## config.mk

```make
export PLATFORM = sky130hd
export DESIGN_NAME = cpu_mem_arbiter_flat
export DESIGN_NICKNAME = d
export VERILOG_FILES = /design/src/rtl/cpu_mem_arbiter_if.sv /design/src/rtl/cpu_mem_arbiter.sv /design/src/flat_wrapper.sv
export SDC_FILE = /design/constraint.sdc
export NUM_CORES = 1
export LEC_CHECK = 0
export BUFFER_PORTS_ARGS = -buffer_cell sky130_fd_sc_hd__buf_4
export CAP_MARGIN = 20
export CORE_AREA = 2 2 109 111
export DETAILED_ROUTE_END_ITERATION = 16
export DIE_AREA = 0 0 111 113
export PLACE_DENSITY = 0.58
export SLEW_MARGIN = 20
export SYNTH_ARGS = -nofsm -noshare
export SYNTH_HDL_FRONTEND = slang
export SYNTH_SLANG_ARGS = --single-unit
```

## constraint.sdc

```tcl
create_clock -name sys_clk -period 2.3 [get_ports sys_clk]
set_input_delay 0.23 -clock sys_clk [delete_from_list [all_inputs] [get_ports sys_clk]]
set_output_delay 0.23 -clock sys_clk [all_outputs]
set_load 0.01 [all_outputs]
```

## src/rtl/cpu_mem_arbiter_if.sv

```systemverilog
// Bus bundle for cpu_mem_arbiter: instruction master, data master and the
// shared memory port. The arbiter connects through the slave modport; the
// environment (CPU masters plus memory model) uses the master modport.
interface cpu_mem_arbiter_if;
  // instruction master
  logic        inst_cyc_in;
  logic        inst_stb_in;
  logic [31:0] inst_addr_in;
  logic        inst_akn_out;
  logic        inst_stall_out;
  logic        inst_err_out;
  logic [31:0] inst_data_out;
  // data master
  logic        data_cyc_in;
  logic        data_stb_in;
  logic        data_we_in;
  logic [3:0]  data_be_in;
  logic [31:0] data_addr_in;
  logic [31:0] data_wdata_in;
  logic        data_akn_out;
  logic        data_stall_out;
  logic        data_err_out;
  logic [31:0] data_rdata_out;
  // shared memory port
  logic        mem_cyc_out;
  logic        mem_stb_out;
  logic        mem_we_out;
  logic [3:0]  mem_be_out;
  logic [31:0] mem_addr_out;
  logic [31:0] mem_wdata_out;
  logic        mem_akn_in;
  logic        mem_stall_in;
  logic [31:0] mem_rdata_in;

  modport slave (
    input  inst_cyc_in, inst_stb_in, inst_addr_in,
    output inst_akn_out, inst_stall_out, inst_err_out, inst_data_out,
    input  data_cyc_in, data_stb_in, data_we_in, data_be_in, data_addr_in, data_wdata_in,
    output data_akn_out, data_stall_out, data_err_out, data_rdata_out,
    output mem_cyc_out, mem_stb_out, mem_we_out, mem_be_out, mem_addr_out, mem_wdata_out,
    input  mem_akn_in, mem_stall_in, mem_rdata_in
  );

  modport master (
    output inst_cyc_in, inst_stb_in, inst_addr_in,
    input  inst_akn_out, inst_stall_out, inst_err_out, inst_data_out,
    output data_cyc_in, data_stb_in, data_we_in, data_be_in, data_addr_in, data_wdata_in,
    input  data_akn_out, data_stall_out, data_err_out, data_rdata_out,
    input  mem_cyc_out, mem_stb_out, mem_we_out, mem_be_out, mem_addr_out, mem_wdata_out,
    output mem_akn_in, mem_stall_in, mem_rdata_in
  );
endinterface

```

## src/rtl/cpu_mem_arbiter.sv

```systemverilog
// cpu_mem_arbiter: shares one pipelined memory port between an instruction
// fetch master and a data master. Up to 3 requests may be outstanding; a
// watchdog aborts the grant when no acknowledge arrives for TIMEOUT_CYC
// cycles. Define ARB_RR_EN for round-robin on simultaneous requests;
// otherwise the data master has fixed priority.
module cpu_mem_arbiter #(
  parameter int TIMEOUT_CYC = 255  // legal range 2..255
) (
  input logic             sys_clk,
  input logic             sys_rst,   // asynchronous, active low
  cpu_mem_arbiter_if.slave bus
);

  typedef enum logic [1:0] {IDLE, GNT_I, GNT_D, ABORT} state_t;

  localparam logic [7:0] TIMEOUT_V = 8'(TIMEOUT_CYC);

  state_t     r_state, w_state_nxt;
  logic [1:0] r_outst, w_outst_nxt;
  logic [7:0] r_wdog,  w_wdog_nxt;
  // Owner of the current grant (1 = data). The error pulse in ABORT needs it;
  // with ARB_RR_EN it doubles as the last-grant record.
  logic       r_owner_d, w_owner_d_nxt;

  logic w_gnt, w_own_d, w_own_cyc, w_own_stb, w_full, w_mem_stb, w_accept;

  assign w_gnt     = (r_state == GNT_I) || (r_state == GNT_D);
  assign w_own_d   = (r_state == GNT_D);
  assign w_own_cyc = w_own_d ? bus.data_cyc_in : bus.inst_cyc_in;
  assign w_own_stb = w_own_d ? bus.data_stb_in : bus.inst_stb_in;
  assign w_full    = (r_outst == 2'd3);
  // A dropped cyc or a full pipeline blocks the strobe toward memory.
  assign w_mem_stb = w_gnt & w_own_cyc & w_own_stb & ~w_full;
  assign w_accept  = w_mem_stb & ~bus.mem_stall_in;

  // Bus outputs: idle values by default, owner routing while granted.
  always_comb begin
    // NOTE: every output gets a value before the case so no path infers a latch.
    bus.inst_akn_out   = 1'b0;
    bus.inst_stall_out = 1'b1;
    bus.inst_err_out   = 1'b0;
    bus.inst_data_out  = '0;
    bus.data_akn_out   = 1'b0;
    bus.data_stall_out = 1'b1;
    bus.data_err_out   = 1'b0;
    bus.data_rdata_out = '0;
    bus.mem_cyc_out    = 1'b0;
    bus.mem_stb_out    = 1'b0;
    bus.mem_we_out     = 1'b0;
    bus.mem_be_out     = '0;
    bus.mem_addr_out   = '0;
    bus.mem_wdata_out  = '0;
    case (r_state)
      GNT_I: begin
        bus.mem_cyc_out    = bus.inst_cyc_in;
        bus.mem_stb_out    = w_mem_stb;
        bus.mem_be_out     = 4'hF;
        bus.mem_addr_out   = bus.inst_addr_in;
        bus.inst_stall_out = bus.mem_stall_in | w_full;
        bus.inst_akn_out   = bus.mem_akn_in;
        bus.inst_data_out  = bus.mem_rdata_in;
      end
      GNT_D: begin
        bus.mem_cyc_out    = bus.data_cyc_in;
        bus.mem_stb_out    = w_mem_stb;
        bus.mem_we_out     = bus.data_we_in;
        bus.mem_be_out     = bus.data_be_in;
        bus.mem_addr_out   = bus.data_addr_in;
        bus.mem_wdata_out  = bus.data_wdata_in;
        bus.data_stall_out = bus.mem_stall_in | w_full;
        bus.data_akn_out   = bus.mem_akn_in;
        bus.data_rdata_out = bus.mem_rdata_in;
      end
      ABORT: begin
        // Any akn arriving now is dropped: akn outputs stay at their defaults.
        if (r_owner_d) bus.data_err_out = 1'b1;
        else           bus.inst_err_out = 1'b1;
      end
      default: ;  // IDLE keeps the defaults
    endcase
  end

  // Next state: arbitration in IDLE, outstanding/watchdog tracking in a grant.
  always_comb begin
    w_state_nxt   = r_state;
    w_owner_d_nxt = r_owner_d;
    w_outst_nxt   = r_outst;
    w_wdog_nxt    = r_wdog;
    case (r_state)
      IDLE: begin
        w_outst_nxt = '0;
        w_wdog_nxt  = '0;
        if (bus.inst_cyc_in && bus.data_cyc_in) begin
`ifdef ARB_RR_EN
          w_owner_d_nxt = ~r_owner_d;  // the master not granted last
`else
          w_owner_d_nxt = 1'b1;        // data beats inst
`endif
          w_state_nxt = w_owner_d_nxt ? GNT_D : GNT_I;
        end else if (bus.data_cyc_in) begin
          w_owner_d_nxt = 1'b1;
          w_state_nxt   = GNT_D;
        end else if (bus.inst_cyc_in) begin
          w_owner_d_nxt = 1'b0;
          w_state_nxt   = GNT_I;
        end
      end
      GNT_I, GNT_D: begin
        if (w_accept && !bus.mem_akn_in)
          w_outst_nxt = r_outst + 2'd1;
        else if (!w_accept && bus.mem_akn_in && (r_outst != 2'd0))
          w_outst_nxt = r_outst - 2'd1;
        if ((r_outst == 2'd0) || bus.mem_akn_in) w_wdog_nxt = '0;
        else if (r_wdog != 8'hFF)                w_wdog_nxt = r_wdog + 8'd1;
        // Release only once every issued request has been acknowledged.
        if (!w_own_cyc && (w_outst_nxt == 2'd0)) w_state_nxt = IDLE;
        else if (w_wdog_nxt == TIMEOUT_V)        w_state_nxt = ABORT;
      end
      ABORT: begin
        w_outst_nxt = '0;
        w_wdog_nxt  = '0;
        w_state_nxt = IDLE;
      end
      default: w_state_nxt = IDLE;
    endcase
  end

  // State, counters and owner register; reset drops any transaction silently.
  always_ff @(posedge sys_clk or negedge sys_rst) begin
    if (!sys_rst) begin
      r_state   <= IDLE;
      r_outst   <= '0;
      r_wdog    <= '0;
      r_owner_d <= 1'b0;
    end else begin
      // NOTE: non-blocking so every register samples pre-edge values together.
      r_state   <= w_state_nxt;
      r_outst   <= w_outst_nxt;
      r_wdog    <= w_wdog_nxt;
      r_owner_d <= w_owner_d_nxt;
    end
  end

endmodule

```

## src/flat_wrapper.sv

```systemverilog
// flat-port wrapper written by rule: the top's interface ports become plain ports
module cpu_mem_arbiter_flat 
#(
  parameter int TIMEOUT_CYC = 255                       
)
  (sys_clk, sys_rst, bus_inst_cyc_in, bus_inst_stb_in, bus_inst_addr_in, bus_inst_akn_out, bus_inst_stall_out, bus_inst_err_out, bus_inst_data_out, bus_data_cyc_in, bus_data_stb_in, bus_data_we_in, bus_data_be_in, bus_data_addr_in, bus_data_wdata_in, bus_data_akn_out, bus_data_stall_out, bus_data_err_out, bus_data_rdata_out, bus_mem_cyc_out, bus_mem_stb_out, bus_mem_we_out, bus_mem_be_out, bus_mem_addr_out, bus_mem_wdata_out, bus_mem_akn_in, bus_mem_stall_in, bus_mem_rdata_in);
  cpu_mem_arbiter_if bus_i ();
  input logic sys_clk;
  input logic sys_rst;
  input wire logic [$bits(bus_i.inst_cyc_in)-1:0] bus_inst_cyc_in;
  input wire logic [$bits(bus_i.inst_stb_in)-1:0] bus_inst_stb_in;
  input wire logic [$bits(bus_i.inst_addr_in)-1:0] bus_inst_addr_in;
  output wire logic [$bits(bus_i.inst_akn_out)-1:0] bus_inst_akn_out;
  output wire logic [$bits(bus_i.inst_stall_out)-1:0] bus_inst_stall_out;
  output wire logic [$bits(bus_i.inst_err_out)-1:0] bus_inst_err_out;
  output wire logic [$bits(bus_i.inst_data_out)-1:0] bus_inst_data_out;
  input wire logic [$bits(bus_i.data_cyc_in)-1:0] bus_data_cyc_in;
  input wire logic [$bits(bus_i.data_stb_in)-1:0] bus_data_stb_in;
  input wire logic [$bits(bus_i.data_we_in)-1:0] bus_data_we_in;
  input wire logic [$bits(bus_i.data_be_in)-1:0] bus_data_be_in;
  input wire logic [$bits(bus_i.data_addr_in)-1:0] bus_data_addr_in;
  input wire logic [$bits(bus_i.data_wdata_in)-1:0] bus_data_wdata_in;
  output wire logic [$bits(bus_i.data_akn_out)-1:0] bus_data_akn_out;
  output wire logic [$bits(bus_i.data_stall_out)-1:0] bus_data_stall_out;
  output wire logic [$bits(bus_i.data_err_out)-1:0] bus_data_err_out;
  output wire logic [$bits(bus_i.data_rdata_out)-1:0] bus_data_rdata_out;
  output wire logic [$bits(bus_i.mem_cyc_out)-1:0] bus_mem_cyc_out;
  output wire logic [$bits(bus_i.mem_stb_out)-1:0] bus_mem_stb_out;
  output wire logic [$bits(bus_i.mem_we_out)-1:0] bus_mem_we_out;
  output wire logic [$bits(bus_i.mem_be_out)-1:0] bus_mem_be_out;
  output wire logic [$bits(bus_i.mem_addr_out)-1:0] bus_mem_addr_out;
  output wire logic [$bits(bus_i.mem_wdata_out)-1:0] bus_mem_wdata_out;
  input wire logic [$bits(bus_i.mem_akn_in)-1:0] bus_mem_akn_in;
  input wire logic [$bits(bus_i.mem_stall_in)-1:0] bus_mem_stall_in;
  input wire logic [$bits(bus_i.mem_rdata_in)-1:0] bus_mem_rdata_in;
  assign bus_i.inst_cyc_in = bus_inst_cyc_in;
  assign bus_i.inst_stb_in = bus_inst_stb_in;
  assign bus_i.inst_addr_in = bus_inst_addr_in;
  assign bus_inst_akn_out = bus_i.inst_akn_out;
  assign bus_inst_stall_out = bus_i.inst_stall_out;
  assign bus_inst_err_out = bus_i.inst_err_out;
  assign bus_inst_data_out = bus_i.inst_data_out;
  assign bus_i.data_cyc_in = bus_data_cyc_in;
  assign bus_i.data_stb_in = bus_data_stb_in;
  assign bus_i.data_we_in = bus_data_we_in;
  assign bus_i.data_be_in = bus_data_be_in;
  assign bus_i.data_addr_in = bus_data_addr_in;
  assign bus_i.data_wdata_in = bus_data_wdata_in;
  assign bus_data_akn_out = bus_i.data_akn_out;
  assign bus_data_stall_out = bus_i.data_stall_out;
  assign bus_data_err_out = bus_i.data_err_out;
  assign bus_data_rdata_out = bus_i.data_rdata_out;
  assign bus_mem_cyc_out = bus_i.mem_cyc_out;
  assign bus_mem_stb_out = bus_i.mem_stb_out;
  assign bus_mem_we_out = bus_i.mem_we_out;
  assign bus_mem_be_out = bus_i.mem_be_out;
  assign bus_mem_addr_out = bus_i.mem_addr_out;
  assign bus_mem_wdata_out = bus_i.mem_wdata_out;
  assign bus_i.mem_akn_in = bus_mem_akn_in;
  assign bus_i.mem_stall_in = bus_mem_stall_in;
  assign bus_i.mem_rdata_in = bus_mem_rdata_in;
  cpu_mem_arbiter #(.TIMEOUT_CYC(TIMEOUT_CYC)) u_core (.sys_clk(sys_clk), .sys_rst(sys_rst), .bus(bus_i));
endmodule
```

==> results.txt, run 1 <==
GR Util All Layers: 0.213
Total CTS buffers: 3
GRT overflow: 0
Die Y: 113 um
Number of hold violations in the final report: 0
Core outline area: 11300 sq um
Largest net degree at the start of global routing: 71
DRT antenna net count: 0
Vias in the first global route: 3307
Clock net sink count: 13
Period utilisation layout: 0.963
WP data required: 2.42 ns
Async SR Flop Fraction: 1.00
Mapped Nets: 457
Total die area: 12500 sq um
Worst path slowest cell: dfrtp_1
Number of cells in the finished layout apart from fillers: 725
Placed Cells: 710
Final wirelength: 14400 um
Root buffer cell: clkbuf_16
Die Width: 111 um
Syn Std Cell Area: 2140 sq um
H-tree levels: 1
Max_slew headroom: 0.724
Worst-path maximum fanout: 4
IO buf count: 281
Post-synth EDFFs: 0
IO Pins: 282
Fmax: 0.451 GHz
Clock period minus worst slack: 2.22 ns
Post-detail-place hpwl: 12400 um
First-pass GRT wire length: 20400 um
DRC: 0
Post-synth cell types: 44
Nets: 724
Top FF cell, synth: dfrtp_1
Startpoint types: register
CP top delay family: compound AO/OA/AOI/OAI gates
Fin util: 0.404
Via Count: 3307
Hold Crit Class: in2reg
Layout cell share with drive strength beyond 1: 0.544
Max clock buf depth: 2
Initial DRC Count: 192
Clock skew: 0.00245 ns
WS Path Type: reg2reg
Worst vdd ir: 727 uV
DR vias/cell: 4.56
Worst skew pair latency: 0.25 ns
Clock slew at reported path FFs: 0.05 ns
Starting Density: 0.189
First-pass DRT Iterations: 4
WP data arrival: 2.34 ns
Hold_ws: 0.271 ns
FP Rows: 39
Buf/Inv on CP: 1
CTS tree: yes
Placer Congestion: 0.881
Pwr Density: 1070 nW/um^2
Slew @ Worst Pin: 0.414 ns
Final setup TNS: 0 ns
Critical Path Sink Type: register
Worst reg2reg path depth: 9
Pleak: 2.37 nW
Syn-to-layout area delta: 113%
Hold path cells: 2
Seq/Total Area, Yosys: 0.152
Ys Warns: 0
Initial antenna violation count: 13
Drt wl/cell: 19.9 um
Endpoints failing setup: 0
Status: completed
Syn Area/Cell: 6.93 sq um
Flop and latch count out of synthesis: 13
Max-slew violation count: 0
Critical path cell sequence: inv_2, ha_4, nand4_1, a211o_1, mux2i_1, o21bai_4, o22ai_2, o21ai_2, o2bb2ai_1
RSZ-0062 raised after global routing: false
Mapped Cells: 308
Max incr delay on CP: 0.36 ns
Power consumption: 4.88 mW
MaxCap Viol Count: 0
Critical Path Stages: 9
[layout by cell type, fill, tap and decap left out, types with 2 or more instances in the layout]
cell       instances
inv_1              4
a21oi_1            6
nor2_1            48
dfrtp_1           13
and3_1             2
nand3_1            2
inv_2              2
buf_12             2
a31oi_1            4
a22oi_1           34
a211o_1            2
nand4_1            7
ha_1               4
clkbuf_16          3
mux2i_1            6
nand2b_1           2
ha_4               2
buf_4            290
or3_1              2
ha_2               2
nor3_1             3
diode_2            8
and2_1           101
o21ai_2            2
nand2_1            9
[metrics by stage]
stage | cell area (sq um) | worst slack, ns
finish | 4550 | 0.0850
CTS | 4480 | 0.0206
floorplan | 2140 | 0.161
global placement | 4390 | 0.0655
global route | 4530 | 0.00425
detailed placement | 4390 | -0.0247
[timing repair]
item                                    in CTS  in global routing
hold buffers                                 1                  0
pin swaps                                    0                  4
buffers inserted                             0                  2
endpoints found under the hold margin       13                  0
gates resized for setup                      1                  6
endpoints found under the setup margin       2                  2
[flip-flops by register name, indices dropped and copies added, names as in the netlist]
| name | flops |
|---|---|
| u_core.r_wdog | 8 |
| u_core.r_outst | 2 |
| u_core.r_state | 2 |
| u_core.r_owner_d | 1 |
[worst reg2reg max path, cell delays in order, from the launching register on]
cell and delay [ns]:
dfrtp_1 0.36, inv_2 0.09, ha_4 0.31, nand4_1 0.12, a211o_1 0.36, mux2i_1 0.15, o21bai_4 0.20, o22ai_2 0.26
o21ai_2 0.11, o2bb2ai_1 0.14
[synthesized netlist by cell type, types with 2 or more instances]
cell | count | area share
a211o_1 | 2 | 0.0082
or3_1 | 2 | 0.0059
nand3_1 | 2 | 0.0047
nand2b_1 | 2 | 0.0059
buf_1 | 3 | 0.0053
a31oi_1 | 4 | 0.012
o21ai_2 | 2 | 0.0082
nand2_1 | 9 | 0.016
nor3_1 | 3 | 0.0070
a21oi_1 | 6 | 0.014
clkbuf_1 | 24 | 0.042
a22oi_1 | 34 | 0.12
nor2_1 | 48 | 0.084
and3_1 | 2 | 0.0059
buf_4 | 2 | 0.0070
dfrtp_1 | 13 | 0.15
and2_1 | 101 | 0.30
inv_1 | 5 | 0.0088
mux2i_1 | 6 | 0.028
nand4_1 | 7 | 0.021
ha_1 | 8 | 0.047
[path summary, 6_finish.rpt]
check,slack (ns),endpoint,from
worst max-delay path,0.08,u_core.r_state[1]$_DFFE_PN0P_,u_core.r_state[0]$_DFFE_PN0P_
worst min-delay path,0.27,u_core.r_owner_d$_DFFE_PN0P_,bus_data_cyc_in
worst max register to register,0.08,u_core.r_state[1]$_DFFE_PN0P_,u_core.r_state[0]$_DFFE_PN0P_
worst min register to register,0.53,u_core.r_owner_d$_DFFE_PN0P_,u_core.r_owner_d$_DFFE_PN0P_
max in group asynchronous,1.77,u_core.r_state[1]$_DFFE_PN0P_,sys_rst
min in group asynchronous,0.37,u_core.r_wdog[2]$_DFF_PN0_,sys_rst
[area by class of cell]
| class | count | area (sq um) |
|---|---|---|
| Fill cell | 1175 | 6720 |
| Timing Repair Buffer | 293 | 2230 |
| Multi-Input combinational cell | 258 | 1700 |
| Sequential cell | 13 | 325 |
| Tap cell | 143 | 179 |
| Clock buffer | 3 | 75.1 |
| Inverter | 6 | 22.5 |
| Antenna cell | 8 | 20.0 |
| Clock inverter | 1 | 5.00 |
[power by group]
| part | internal [mW] | switching [mW] |
|---|---|---|
| registers | 0.276 | 0.0307 |
| clock network | 0.232 | 0.106 |
| logic | 2.04 | 2.20 |
| total | 2.54 | 2.33 |
[routing by layer]
layer	wire length [um]	GRT usage	vias to the layer above
li1	-	-	1593
met1	6390	0.276	1519
met2	6130	0.323	177
met3	1770	0.111	12
met4	83	0.0275	6
met5	39	0	-
[logic make-up after synthesis]
kind of cell               count (synthesis)  synth area share
and+or+nand+nor                          182             0.476
AOI/OAI and AO/OA                         60             0.215
buffers and inverters                     37            0.0726
DFF                                       13             0.152
adders and majority gates                  8            0.0469
muxes                                      7            0.0334
xor gates and xnor gates                   1           0.00410
No activity file was read; power rests on OpenSTA's default activity.
==> run 2: changes to the inputs <==
--- a/config.mk
+++ b/config.mk
@@ -10,7 +10,6 @@
 export CORE_AREA = 2 2 109 111
 export DETAILED_ROUTE_END_ITERATION = 16
 export DIE_AREA = 0 0 111 113
-export PLACE_DENSITY = 0.58
 export SLEW_MARGIN = 20
 export SYNTH_ARGS = -nofsm -noshare
 export SYNTH_HDL_FRONTEND = slang
==> run 2 against run 1 <==
Compared with the run above: die area unchanged; final cell count up 0.55%; sequential power up 1%; clock power about the same; largest cell class unchanged; largest power group unchanged; highest routed layer unchanged.
==> results.txt, run 2 (synthesis gave the netlist of run 1 again) <==
Worst hold endpoint: u_core.r_owner_d$_DFFE_PN0P_ (unchanged)
DRC: 0 (unchanged)
Status: completed (unchanged)
Max_slew headroom: 0.709 (was 0.724)
DRT antenna net count: 0 (unchanged)
Clock skew: 0.00481 ns (was 0.00245 ns)
Die Y: 113 um (unchanged)
Worst-path maximum fanout: 4 (unchanged)
Hold Crit Class: in2reg (unchanged)
Flop pwr share: 0.064 (was 0.063)
Max clock buf depth: 2 (unchanged)
R2R Path End: u_core.r_state[1]$_DFFE_PN0P_ (unchanged)
Layout fillers: 1159 (was 1175)
Starting Density: 0.189 (unchanged)
WP data required: 2.42 ns (about the same)
Pwr Density: 1070 nW/um^2 (about the same)
Via Count: 3299 (was 3307)
Combinational group share of total power: 0.867 (was 0.868)
Number of hold violations in the final report: 0 (unchanged)
Max FFs per register: 8 (unchanged)
FP Rows: 39 (unchanged)
IO buf count: 281 (unchanged)
Core outline area: 11300 sq um (unchanged)
Worst vdd ir: 652 uV (was 727 uV)
Largest net degree at the start of global routing: 65 (was 71)
Setup slack after layout: 0.0508 ns (was 0.0850 ns)
First-pass GRT wire length: 19900 um (was 20400 um)
Pleak: 2.38 nW (was 2.37 nW)
Post-detail-place hpwl: 12000 um (was 12400 um)
MaxCap Viol Count: 0 (unchanged)
Most common cell after layout, fill and taps aside: buf_4 (unchanged)
IO Pins: 282 (unchanged)
Fmax: 0.445 GHz (was 0.451 GHz)
Biggest register: u_core.r_wdog (unchanged)
H-tree levels: 1 (unchanged)
Worst reg2reg path depth: 9 (unchanged)
Vias in the first global route: 3313 (was 3307)
Total CTS buffers: 3 (unchanged)
Root buffer cell: clkbuf_16 (unchanged)
Critical R2R Launch: u_core.r_state[0]$_DFFE_PN0P_ (unchanged)
WS Path Type: reg2reg (unchanged)
Critical hold path startpoint: bus_data_cyc_in (unchanged)
Worst skew pair latency: 0.25 ns (about the same)
Clock period minus worst slack: 2.25 ns (was 2.22 ns)
First-pass DRT Iterations: 4 (unchanged)
Clock slew at reported path FFs: 0.05 ns (about the same)
GR Util All Layers: 0.207 (was 0.213)
Total die area: 12500 sq um (unchanged)
GRT overflow: 0 (unchanged)
Placer Congestion: 0.897 (was 0.881)
Drt wl/cell: 19.2 um (was 19.9 um)
Initial antenna violation count: 11 (was 13)
Period utilisation layout: 0.978 (was 0.963)
Die Width: 111 um (unchanged)
Endpoints failing setup: 0 (unchanged)
Slew @ Worst Pin: 0.437 ns (was 0.414 ns)
Most frequent cells in the layout: buf_4, and2_1, nor2_1, a22oi_1, dfrtp_1 (unchanged)
Layout cell share with drive strength beyond 1: 0.545 (was 0.544)
Largest regs: u_core.r_wdog: 8 flops, u_core.r_outst: 2 flops, u_core.r_state: 2 flops (unchanged)
Hold path cells: 2 (unchanged)
DP Area: 4380 sq um (was 4390 sq um)
Critical Path Sink Type: register (unchanged)
Nets: 726 (was 724)
NetSw: 2.33 mW (about the same)
CTS tree: yes (unchanged)
Syn-to-layout area delta: 113% (about the same)
Clock net sink count: 13 (unchanged)
DR vias/cell: 4.53 (was 4.56)
Startpoint types: register (unchanged)
Worst setup path startpoint: u_core.r_state[0]$_DFFE_PN0P_ (unchanged)
Max-slew violation count: 0 (unchanged)
Final wirelength: 14000 um (was 14400 um)
WP data arrival: 2.37 ns (was 2.34 ns)
Final Cell Area: 4550 sq um (about the same)
Initial DRC Count: 199 (was 192)
R2r setup slk: 0.05 ns (was 0.08 ns)
Pre-CTS WS: -0.0334 ns (was -0.0247 ns)
Switching part of the total: 0.479 (was 0.478)
Internal power of the cells: 2.54 mW (about the same)
Clock network power share: 0.070 (was 0.069)
run 2: stage by stage:
step           power [mW]  hold slack (ns)  TNS (ns)  utilization  cells
5_1_grt              5.22            0.275   -0.0301        0.401    719
2_1_floorplan        2.42          -0.0656         0            -    308
3_3_place_gp         4.39           0.0846         0        0.389    711
3_5_place_dp         4.43           0.0911   -0.0420        0.389    711
6_report             4.86            0.265         0        0.404    729
4_1_cts              4.84            0.265         0        0.398    716
run 2: cell type report:
type                    instances  area [sq um]  area share
well taps                     143           179      0.0393
flip-flops and latches         13           325      0.0715
clock buffers                   4          78.8      0.0173
diodes                         10          25.0     0.00550
inverters                       6          22.5     0.00495
repair buffers                295          2230       0.490
multi-input cells             258          1690       0.371
run 2: routing by layer:
layer	track usage	wire (um)	vias to the layer above
li1	-	-	1603
met1	0.255	5720	1494
met2	0.325	6210	176
met3	0.111	1830	18
met4	0.0342	162	8
met5	0	51	-
run 2: repair_timing:
item                                    CTS  global route
endpoints found under the setup margin    2             2
hold buffers                              1             0
endpoints found under the hold margin    13             0
pin swaps                                 1             3
buffers inserted                          0             3
gates resized for setup                   3             4
cloned                                    0             0
run 2: worst max path at each step:
stage | slack, ns | cells after the start | endpoint
CTS | 0.003 | 9 | u_core.r_state[1]$_DFFE_PN0P_
floorplan | 0.16 | 9 | u_core.r_state[1]$_DFFE_PN0P_
global route | -0.03 | 9 | u_core.r_state[1]$_DFFE_PN0P_
finish | 0.05 | 9 | u_core.r_state[1]$_DFFE_PN0P_
detailed placement | -0.03 | 9 | u_core.r_state[1]$_DFFE_PN0P_
global placement | 0.07 | 9 | u_core.r_state[1]$_DFFE_PN0P_
run 2: power by group through the flow:
stage	clock network (mW)	registers [mW]	logic, mW
after floorplan	0	0.308	2.11
after global placement	0	0.308	4.08
after detailed placement	0	0.312	4.11
after CTS	0.342	0.311	4.19
after global routing	0.353	0.315	4.55
final	0.338	0.310	4.22
run 2: worst max-delay path: stages, from the launching register on:
cell       delay [ns]
dfrtp_1          0.38
inv_2            0.09
ha_4             0.30
nand4_1          0.12
a211o_1          0.36
mux2i_1          0.15
o21bai_2         0.25
o22ai_4          0.22
o21ai_2          0.10
o2bb2ai_1        0.14
==> run 3: changes to the inputs <==
==> constraint.sdc (replaced) <==
create_clock -name sys_clk -period 2.3 [get_ports sys_clk]
set_input_delay 0.345 -clock sys_clk [delete_from_list [all_inputs] [get_ports sys_clk]]
set_output_delay 0.345 -clock sys_clk [all_outputs]
set_load 0.01 [all_outputs]
==> run 3 against run 2 <==
Compared with the run above: design area grew 0.30%; largest cell class unchanged; wire length grew 0.27%; core utilization grew 0.12 points; clock power is essentially flat; non-clock buffer count shrank 2; sequential cell count is the same; hold slack gained 0.12 ns; via count grew 0.64%; fmax grew 2.7%; register-to-register slack gained 0.08 ns.
==> results.txt, run 3 (synthesis gave the netlist of run 1 again) <==
Vias in the first global route: 3345 (was 3313)
Clock period minus worst slack: 2.19 ns (was 2.25 ns)
Flop pwr share: 0.064 (about the same)
Syn-to-layout area delta: 114% (was 113%)
Final wirelength: 14000 um (about the same)
Routed wl met3: 1760 um (was 1830 um)
Total CTS buffers: 3 (unchanged)
Critical Path Sink Type: primary output (was register)
CTS tree: yes (unchanged)
Pre-CTS WS: -0.000579 ns (was -0.0334 ns)
FP Rows: 39 (unchanged)
Critical path cell sequence: inv_2, ha_2, buf_12, and2_1, buf_4 (was inv_2, ha_4, nand4_1, a211o_1, mux2i_1, o21bai_2, o22ai_4, o21ai_2, o2bb2ai_1)
MaxCap Viol Count: 0 (unchanged)
Wire length on met1: 6000 um (was 5720 um)
Placed Cells: 711 (unchanged)
Number of hold violations in the final report: 0 (unchanged)
Number of cells in the finished layout apart from fillers: 726 (was 729)
Layout cell share with drive strength beyond 1: 0.544 (was 0.545)
Max layer used: met5 (unchanged)
First-pass GRT wire length: 19900 um (about the same)
Startpoint types: register (unchanged)
Root buffer cell: clkbuf_16 (unchanged)
Switching part of the total: 0.477 (was 0.479)
Worst-path maximum fanout: 49 (was 4)
Hold_ws: 0.385 ns (was 0.265 ns)
Slew @ Worst Pin: 0.437 ns (about the same)
Clock slew at reported path FFs: 0.05 ns (about the same)
Initial DRC Count: 222 (was 199)
DR vias/cell: 4.57 (was 4.53)
Max incr delay on CP: 0.38 ns (about the same)
DRT antenna net count: 0 (unchanged)
WP data arrival: 1.85 ns (was 2.37 ns)
Worst vdd ir: 513 uV (was 652 uV)
Largest net degree at the start of global routing: 51 (was 65)
Max clock buf depth: 2 (unchanged)
Via Count: 3320 (was 3299)
RSZ-0062 raised after global routing: false
Clock skew: 0.00122 ns (was 0.00481 ns)
DRC: 0 (unchanged)
IO Pins: 282 (unchanged)
Worst skew pair latency: 0.25 ns (about the same)
Core outline area: 11300 sq um (unchanged)
GRT overflow: 0 (unchanged)
Biggest register: u_core.r_wdog (unchanged)
Max_slew headroom: 0.709 (about the same)
Largest regs: u_core.r_wdog: 8 flops, u_core.r_outst: 2 flops, u_core.r_state: 2 flops (unchanged)
Clock network power share: 0.070 (about the same)
First-pass DRT Iterations: 4 (unchanged)
Post-detail-place hpwl: 11900 um (was 12000 um)
Initial antenna violation count: 12 (was 11)
Worst path slowest cell: dfrtp_1 (unchanged)
Placer Congestion: 0.884 (was 0.897)
Most common cell after layout, fill and taps aside: buf_4 (unchanged)
DP Area: 4400 sq um (was 4380 sq um)
Starting Density: 0.189 (unchanged)
Drt wl/cell: 19.3 um (was 19.2 um)
IO buf count: 281 (unchanged)
Internal power of the cells: 2.54 mW (about the same)
Nets: 724 (was 726)
Pleak: 2.37 nW (was 2.38 nW)
Die Y: 113 um (unchanged)
GR Util All Layers: 0.207 (about the same)
Clock net sink count: 13 (unchanged)
Total die area: 12500 sq um (unchanged)
Final Cell Area: 4560 sq um (was 4550 sq um)
Die Width: 111 um (unchanged)
NetSw: 2.31 mW (was 2.33 mW)
Combinational group share of total power: 0.866 (was 0.867)
Status: completed (unchanged)
Pwr Density: 1060 nW/um^2 (was 1070 nW/um^2)
Most frequent cells in the layout: buf_4, and2_1, nor2_1, a22oi_1, dfrtp_1 (unchanged)
Period utilisation layout: 0.952 (was 0.978)
Endpoints failing setup: 0 (unchanged)
Hold Crit Class: in2reg (unchanged)
Met2 Wirelength: 6120 um (was 6210 um)
WP data required: 1.96 ns (was 2.42 ns)
Setup slack after layout: 0.110 ns (was 0.0508 ns)
WS Path Type: reg2out (was reg2reg)
Max FFs per register: 8 (unchanged)
Fmax: 0.457 GHz (was 0.445 GHz)
Max-slew violation count: 0 (unchanged)
H-tree levels: 1 (unchanged)
==> run 3: layer usage <==
layer / global-route usage / vias up
li1: - / 1600
met1: 0.268 / 1514
met2: 0.318 / 186
met3: 0.105 / 14
met4: 0.0292 / 6
met5: 0 / -
==> run 3: layout make-up <==
class / instances / area [sq um]
inverter: 6 / 22.5
timing repair buffer: 293 / 2230
multi-input combinational: 258 / 1710
clock buffer: 4 / 78.8
sequential: 13 / 325
fill: 1178 / 6710
tap: 143 / 179
antenna: 9 / 22.5
==> run 3: final timing paths <==
kind | from | to | slack (ns) | depth (start not counted)
max | u_core.r_state[0]$_DFFE_PN0P_ | bus_mem_wdata_out[20] | 0.11 | 5
min | bus_data_cyc_in | u_core.r_owner_d$_DFFE_PN0P_ | 0.39 | 2
max reg2reg | u_core.r_state[0]$_DFFE_PN0P_ | u_core.r_state[1]$_DFFE_PN0P_ | 0.13 | 9
min reg2reg | u_core.r_owner_d$_DFFE_PN0P_ | u_core.r_owner_d$_DFFE_PN0P_ | 0.53 | 1
max in group asynchronous | sys_rst | u_core.r_outst[1]$_DFF_PN0_ | 1.64 | 2
min in group asynchronous | sys_rst | u_core.r_wdog[7]$_DFF_PN0_ | 0.49 | 2
==> run 3: what timing repair did <==
action | CTS | global route
hold buffers | 1 | 0
hold endpoints to repair | 13 | 0
resized for setup | 2 | 7
setup buffers | 0 | 1
endpoints found under the setup margin | 39 | 52
pin swaps | 0 | 3
==> run 3: worst max-delay path: cells and delay by family (launching register included) <==
kind,cells,cell delay (ns)
buf+inv,3,0.55
simple gates,1,0.29
fa+ha+maj,1,0.34
flops,1,0.38
==> run 3: per-stage QoR <==
step | TNS, ns | power (mW) | util
final | 0 | 4.86 | 0.405
after global routing | 0 | 5.20 | 0.403
after CTS | 0 | 4.85 | 0.399
after detailed placement | -0.000579 | 4.44 | 0.390
after global placement | 0 | 4.39 | 0.390
after floorplan | 0 | 2.42 | -
==> run 3: power by group through the flow <==
stage / Clock (mW) / Combinational, mW / Sequential (mW)
detailed placement: 0 / 4.13 / 0.312
floorplan: 0 / 2.11 / 0.308
global placement: 0 / 4.09 / 0.308
finish: 0.340 / 4.21 / 0.310
CTS: 0.345 / 4.20 / 0.309
global route: 0.353 / 4.53 / 0.314
